### src/rtl/count_display_pkg.sv
// Shared constants for the count display: active-low {G..A} digit patterns and wrap-blink states.
// Pure declarations, no logic; imported by count_display_mux and seg7_decode.
// No handshake: nothing here carries state.
package count_display_pkg;

    localparam logic [6:0] SEG_0     = 7'h40;
    localparam logic [6:0] SEG_1     = 7'h79;
    localparam logic [6:0] SEG_2     = 7'h24;
    localparam logic [6:0] SEG_3     = 7'h30;
    localparam logic [6:0] SEG_4     = 7'h19;
    localparam logic [6:0] SEG_5     = 7'h12;
    localparam logic [6:0] SEG_6     = 7'h02;
    localparam logic [6:0] SEG_7     = 7'h78;
    localparam logic [6:0] SEG_8     = 7'h00;
    localparam logic [6:0] SEG_9     = 7'h10;
    localparam logic [6:0] SEG_BLANK = 7'h7F;

    typedef enum logic [1:0] {
        IDLE      = 2'd0,
        FLASH_OFF = 2'd1,
        FLASH_ON  = 2'd2
    } flash_state_t;

    // The counter rolling over in either direction between its two extremes.
    function automatic logic is_wrap(input logic [3:0] prev, input logic [3:0] cur);
        return ((prev == 4'hF) && (cur == 4'h0)) || ((prev == 4'h0) && (cur == 4'hF));
    endfunction

endpackage

### src/rtl/count_display_mux_seg7_decode.sv
// Decimal digit to active-low seven-segment pattern; 10-15 decode to blank.
// Latency: combinational.
// Backpressure: none.
module seg7_decode
    import count_display_pkg::*;
(
    input  logic [3:0] digit,
    output logic [6:0] segments
);

    always_comb begin
        segments = SEG_BLANK;
        case (digit)
            4'd0: segments = SEG_0;
            4'd1: segments = SEG_1;
            4'd2: segments = SEG_2;
            4'd3: segments = SEG_3;
            4'd4: segments = SEG_4;
            4'd5: segments = SEG_5;
            4'd6: segments = SEG_6;
            4'd7: segments = SEG_7;
            4'd8: segments = SEG_8;
            4'd9: segments = SEG_9;
            default: segments = SEG_BLANK;
        endcase
    end

endmodule

### src/rtl/count_display_mux.sv
// Two-digit multiplexed seven-segment driver showing the 4-bit press count as 0-15; DISPLAY_WRAP_FLASH_EN adds a wrap blink.
// Latency: 2 cycles from i_Count to o_Segments (input register + output register).
// Backpressure: none; the count is sampled every cycle.
module count_display_mux
    import count_display_pkg::*;
#(
    parameter int REFRESH_DIV = 2500,
    parameter int FLASH_HALF  = 6250000,
    parameter int FLASH_COUNT = 3
) (
    input  logic       CLK,
    input  logic       i_Rst_L,
    input  logic [3:0] i_Count,
    output logic [6:0] o_Segments,
    output logic [1:0] o_Digit_En,
    output logic       o_Flashing
);

    if ((REFRESH_DIV < 2) || (FLASH_HALF < 1) || (FLASH_COUNT < 1)) begin : g_bad_params
        $error("count_display_mux: parameter out of range");
    end

    localparam int                REF_W    = $clog2(REFRESH_DIV);
    localparam logic [REF_W-1:0]  REF_LAST = REF_W'(REFRESH_DIV - 1);

    logic [3:0]       r_Count;
    logic [REF_W-1:0] r_Refresh;
    logic             r_Digit_Sel;
    logic             w_Tens;
    logic [3:0]       w_Ones;
    logic [6:0]       w_Ones_Seg;
    logic [6:0]       w_Tens_Raw;
    logic [6:0]       w_Tens_Seg;
    logic             w_Blank;

    always_ff @(posedge CLK or negedge i_Rst_L) begin
        if (!i_Rst_L) begin
            r_Count <= 4'd0;
        end else begin
            r_Count <= i_Count;
        end
    end

    assign w_Tens = (r_Count >= 4'd10);
    assign w_Ones = w_Tens ? (r_Count - 4'd10) : r_Count;

    seg7_decode u_ones_dec (
        .digit    (w_Ones),
        .segments (w_Ones_Seg)
    );

    seg7_decode u_tens_dec (
        .digit    ({3'b000, w_Tens}),
        .segments (w_Tens_Raw)
    );

    // Leading zero on the tens digit is never lit.
    assign w_Tens_Seg = w_Tens ? w_Tens_Raw : SEG_BLANK;

    // Free-running scan; count changes never disturb the digit timing.
    always_ff @(posedge CLK or negedge i_Rst_L) begin
        if (!i_Rst_L) begin
            r_Refresh   <= '0;
            r_Digit_Sel <= 1'b0;
        end else if (r_Refresh == REF_LAST) begin
            r_Refresh   <= '0;
            r_Digit_Sel <= ~r_Digit_Sel;
        end else begin
            r_Refresh   <= r_Refresh + 1'b1;
        end
    end

`ifdef DISPLAY_WRAP_FLASH_EN
    localparam int                 HALF_W     = (FLASH_HALF > 1) ? $clog2(FLASH_HALF) : 1;
    localparam int                 BLINK_W    = $clog2(FLASH_COUNT + 1);
    localparam logic [HALF_W-1:0]  HALF_LAST  = HALF_W'(FLASH_HALF - 1);
    localparam logic [BLINK_W-1:0] BLINK_FULL = BLINK_W'(FLASH_COUNT);

    logic [3:0]         r_Count_Prev;
    flash_state_t       r_State;
    logic [HALF_W-1:0]  r_Half;
    logic [BLINK_W-1:0] r_Blinks;
    logic               w_Wrap;

    always_ff @(posedge CLK or negedge i_Rst_L) begin
        if (!i_Rst_L) begin
            r_Count_Prev <= 4'd0;
        end else begin
            r_Count_Prev <= r_Count;
        end
    end

    assign w_Wrap = is_wrap(r_Count_Prev, r_Count);

    // A wrap always restarts the sequence from a full off phase, whatever state we are in.
    always_ff @(posedge CLK or negedge i_Rst_L) begin
        if (!i_Rst_L) begin
            r_State    <= IDLE;
            r_Half     <= '0;
            r_Blinks   <= '0;
            o_Flashing <= 1'b0;
        end else begin
            o_Flashing <= (r_State != IDLE);
            if (w_Wrap) begin
                r_State  <= FLASH_OFF;
                r_Half   <= HALF_LAST;
                r_Blinks <= BLINK_FULL;
            end else begin
                case (r_State)
                    FLASH_OFF: begin
                        if (r_Half == '0) begin
                            r_State <= FLASH_ON;
                            r_Half  <= HALF_LAST;
                        end else begin
                            r_Half  <= r_Half - 1'b1;
                        end
                    end
                    FLASH_ON: begin
                        if (r_Half == '0) begin
                            r_Blinks <= r_Blinks - 1'b1;
                            if (r_Blinks == BLINK_W'(1)) begin
                                r_State <= IDLE;
                            end else begin
                                r_State <= FLASH_OFF;
                                r_Half  <= HALF_LAST;
                            end
                        end else begin
                            r_Half <= r_Half - 1'b1;
                        end
                    end
                    default: r_State <= IDLE;
                endcase
            end
        end
    end

    assign w_Blank = (r_State == FLASH_OFF);
`else
    assign w_Blank    = 1'b0;
    assign o_Flashing = 1'b0;
`endif

    // Enable and pattern come from the same select register so they always switch together.
    always_ff @(posedge CLK or negedge i_Rst_L) begin
        if (!i_Rst_L) begin
            o_Segments <= SEG_BLANK;
            o_Digit_En <= 2'b11;
        end else begin
            o_Digit_En <= r_Digit_Sel ? 2'b01 : 2'b10;
            if (w_Blank) begin
                o_Segments <= SEG_BLANK;
            end else begin
                o_Segments <= r_Digit_Sel ? w_Tens_Seg : w_Ones_Seg;
            end
        end
    end

endmodule

### config.mk
export PLATFORM = sky130hd
export DESIGN_NAME = count_display_mux
export DESIGN_NICKNAME = d
export VERILOG_FILES = /design/src/rtl/count_display_pkg.sv /design/src/rtl/count_display_mux_seg7_decode.sv /design/src/rtl/count_display_mux.sv
export SDC_FILE = /design/constraint.sdc
export NUM_CORES = 1
export LEC_CHECK = 0
export CORE_ASPECT_RATIO = 0.9
export CORE_MARGIN = 2
export CORE_UTILIZATION = 49
export DETAILED_ROUTE_END_ITERATION = 7
export PLACE_DENSITY = 0.71
export RECOVER_POWER = 25
export SETUP_SLACK_MARGIN = 0.15
export SLEW_MARGIN = 25
export SYNTH_ARGS = -nofsm -noshare
export SYNTH_HDL_FRONTEND = slang
export SYNTH_SLANG_ARGS = --single-unit
### constraint.sdc
create_clock -name CLK -period 1.8 [get_ports CLK]
set_input_delay 0.27 -clock CLK [delete_from_list [all_inputs] [get_ports CLK]]
set_output_delay 0.27 -clock CLK [all_outputs]
set_load 0.03 [all_outputs]
==> results.ini <==
[floorplanning]
rows=17
die_h_um=52.9
io_pins=16
die_width_um=58.4
coreArea_sq_mm=0.00249
dieArea_sq_mm=0.00309
initial_core_util=0.524

[cells_and_area]
fin_nets=153
final_cell_mix=dfrtp_1, nand2_1, nor2_1, dfstp_2, dlygate4sd2_1
diodes=0
area.growth.synth_to_final_pct=17.8
final_common_cell=dfrtp_1
drive_above_1_share=0.199

[power]
ir_drop_v=0.000596
pwr-share-seq=0.508
clock_power_share=0.331
cellLeakagePower_uw=0.000686
power_frac_comb=0.161
netSwitchingPower_uw=317
p_per_area_mw_per_mm2=808
switching_share=0.256
p_int_uw=923

[sta]
max_freq_mhz=629
hold_ws_ps=483
rsz0062_at_grt=false
slew_violations=0
setup-tns-final_ps=0
fin_crit_ps=1590
slew_headroom=0.145
finalSetupViolCount=0
fin_ws_ps=209
period_share=0.884
finalHoldViolCount=0
tightest_slew_ps=1280
fin_worst_skew_ps=1.26

[placement]
routabilityCongestion=0.910
dp_hpwl_mm=1.67
dpl_worst_slack_ps=150
io_buffers=14

[worst_setup_path]
cp-start-kind=register
end_kind=register
crit_arrival_ps=1860
r2r-start=r_Count[3]
r2r_end=o_Segments[1]
worstRegToRegCells=7
critPathLaunch=r_Count[3]
path_class=reg2reg
rrSetupSlack_ps=210
cp_max_fo=10
cp.required_ps=2070

[drt]
routed_wl_mm=2.52
firstDrtPassIters=4
met3WireLength_um=98
drc=0
wl_met2_mm=1.19
vias=921
top_layer=met4
ant_nets=0
via_per_inst=5.45
wl_per_cell_um=14.9
first_iter_violations=22
met1_length_mm=1.20

[clock_network]
htree_levels=1
clockBufferDepth=2
holdBufCountCts=0
cts_root_buf=clkbuf_4
cts.clk_slew.worst_paths_ps=140
cts_buffers=3
post_cts_buffers=0
cts_sinks=26
clk_latency_ps=330
cts_tree=built

[min_path]
holdPathStages=1
min_path_type=in2reg
worstHoldStart=i_Count[1]
hold_end=r_Count[1]

[synthesis]
syn_avg_cell_area_sq_um=10.3
synth_cells=126
ys_ff_latch=26
mappedNetlistArea_sq_mm=0.00130
ys_warn_count=0
synth_seq_area_share=0.508
synth_edf_count=0
syn_nets=137
synth_cell_types=35
synth-async-reset-ratio=1.00
ys.flop_type=dfrtp_1

[status]
status=finished clean

[flow_run]
max_cap_viol_count=0

[global_routing]
grt_pass1_wl_mm=4.29
grt-ovfl-total=0
antenna_found_initial=0
grtUsageTotal=0.188
grt_max_degree=27
grt_pass1_vias=931

## registers in the layout, summed over array words and instances (netlist names)
name and count:
r_Digit_Sel 1, o_Segments 7, r_Count 4, r_Refresh 12, o_Digit_En 2
## layout make-up
class / instances / area (sq um)
clock buffers: 3 / 22.5
clock inverters: 1 / 30.0
fillers: 221 / 953
inverters: 8 / 30.0
multi-input cells: 85 / 597
flip-flops and latches: 26 / 662
well taps: 28 / 35.0
repair buffers: 18 / 159
## repair_timing
action | 4_1_cts | 5_1_grt
setup endpoints to repair | 12 | 6
hold endpoints to repair | 0 | 0
resized for setup | 11 | 10
## metrics by stage
| step | utilization | instances | area (sq um) | total power (uW) |
|---|---|---|---|---|
| finish | 0.617 | 169 | 1540 | 1240 |
| global route | 0.617 | 169 | 1540 | 1280 |
| CTS | 0.599 | 169 | 1490 | 1240 |
| detailed placement | 0.582 | 165 | 1450 | 835 |
| global placement | 0.582 | 165 | 1450 | 833 |
| floorplan | - | 126 | 1300 | 767 |
## cell usage after synthesis, types with 2 or more instances
master     n  share of area
dfrtp_1   17           0.33
nand2_1   10          0.029
nor2_1    10          0.029
dfstp_2    9           0.18
inv_1      8          0.023
a21oi_1    7          0.027
xnor2_1    7          0.047
nand3_1    6          0.023
ha_1       5          0.048
xor2_1     5          0.034
o21ai_0    4          0.015
a21o_1     3          0.017
and3_1     3          0.014
buf_4      3          0.017
buf_6      3          0.026
nor2b_1    3          0.014
a211oi_1   2          0.012
and4_1     2          0.013
nor3_1     2         0.0077
o31ai_1    2          0.012
## power by group through the flow
| stage | Combinational (uW) | Clock (uW) | Sequential (uW) |
|---|---|---|---|
| 4_1_cts | 187 | 419 | 629 |
| 2_1_floorplan | 87.9 | 0 | 679 |
| 5_1_grt | 218 | 434 | 633 |
| 3_3_place_gp | 193 | 0 | 640 |
| 6_report | 200 | 411 | 630 |
| 3_5_place_dp | 196 | 0 | 639 |
## worst max path at each step
| stage | cells past startpoint | slack, ps | end |
|---|---|---|---|
| 2_1_floorplan | 8 | 160 | o_Segments[0] |
| 3_3_place_gp | 6 | 210 | o_Segments[0] |
| 3_5_place_dp | 6 | 150 | o_Segments[0] |
| 4_1_cts | 6 | 180 | o_Segments[3] |
| 5_1_grt | 2 | 90 | r_Refresh[8] |
| 6_report | 7 | 210 | o_Segments[1] |
## kinds of logic (layout without fill, tap and decap cells)
family	after synthesis	count (layout)	synth area share
AOI/OAI and AO/OA	27	27	0.138
other	1	1	0.00288
buffers and inverters	15	30	0.0701
xor gates and xnor gates	12	12	0.0806
and+or+nand+nor	40	40	0.153
adders and majority gates	5	5	0.0480
DFF	26	26	0.508
## metal layers
layer | up-vias | global-route usage
li1 | 458 | -
met5 | - | 0
met3 | 2 | 0.0220
met1 | 435 | 0.262
met4 | 0 | 0.0736
met2 | 26 | 0.300
## worst max-delay path: stages, from the launching register on
cell	delay [ps]
dfrtp_1	400
buf_6	150
nor2b_1	60
a21o_2	210
ha_1	310
inv_1	60
a221oi_2	260
a211oi_1	80
Note: power is estimated with default switching activity, not from simulation.
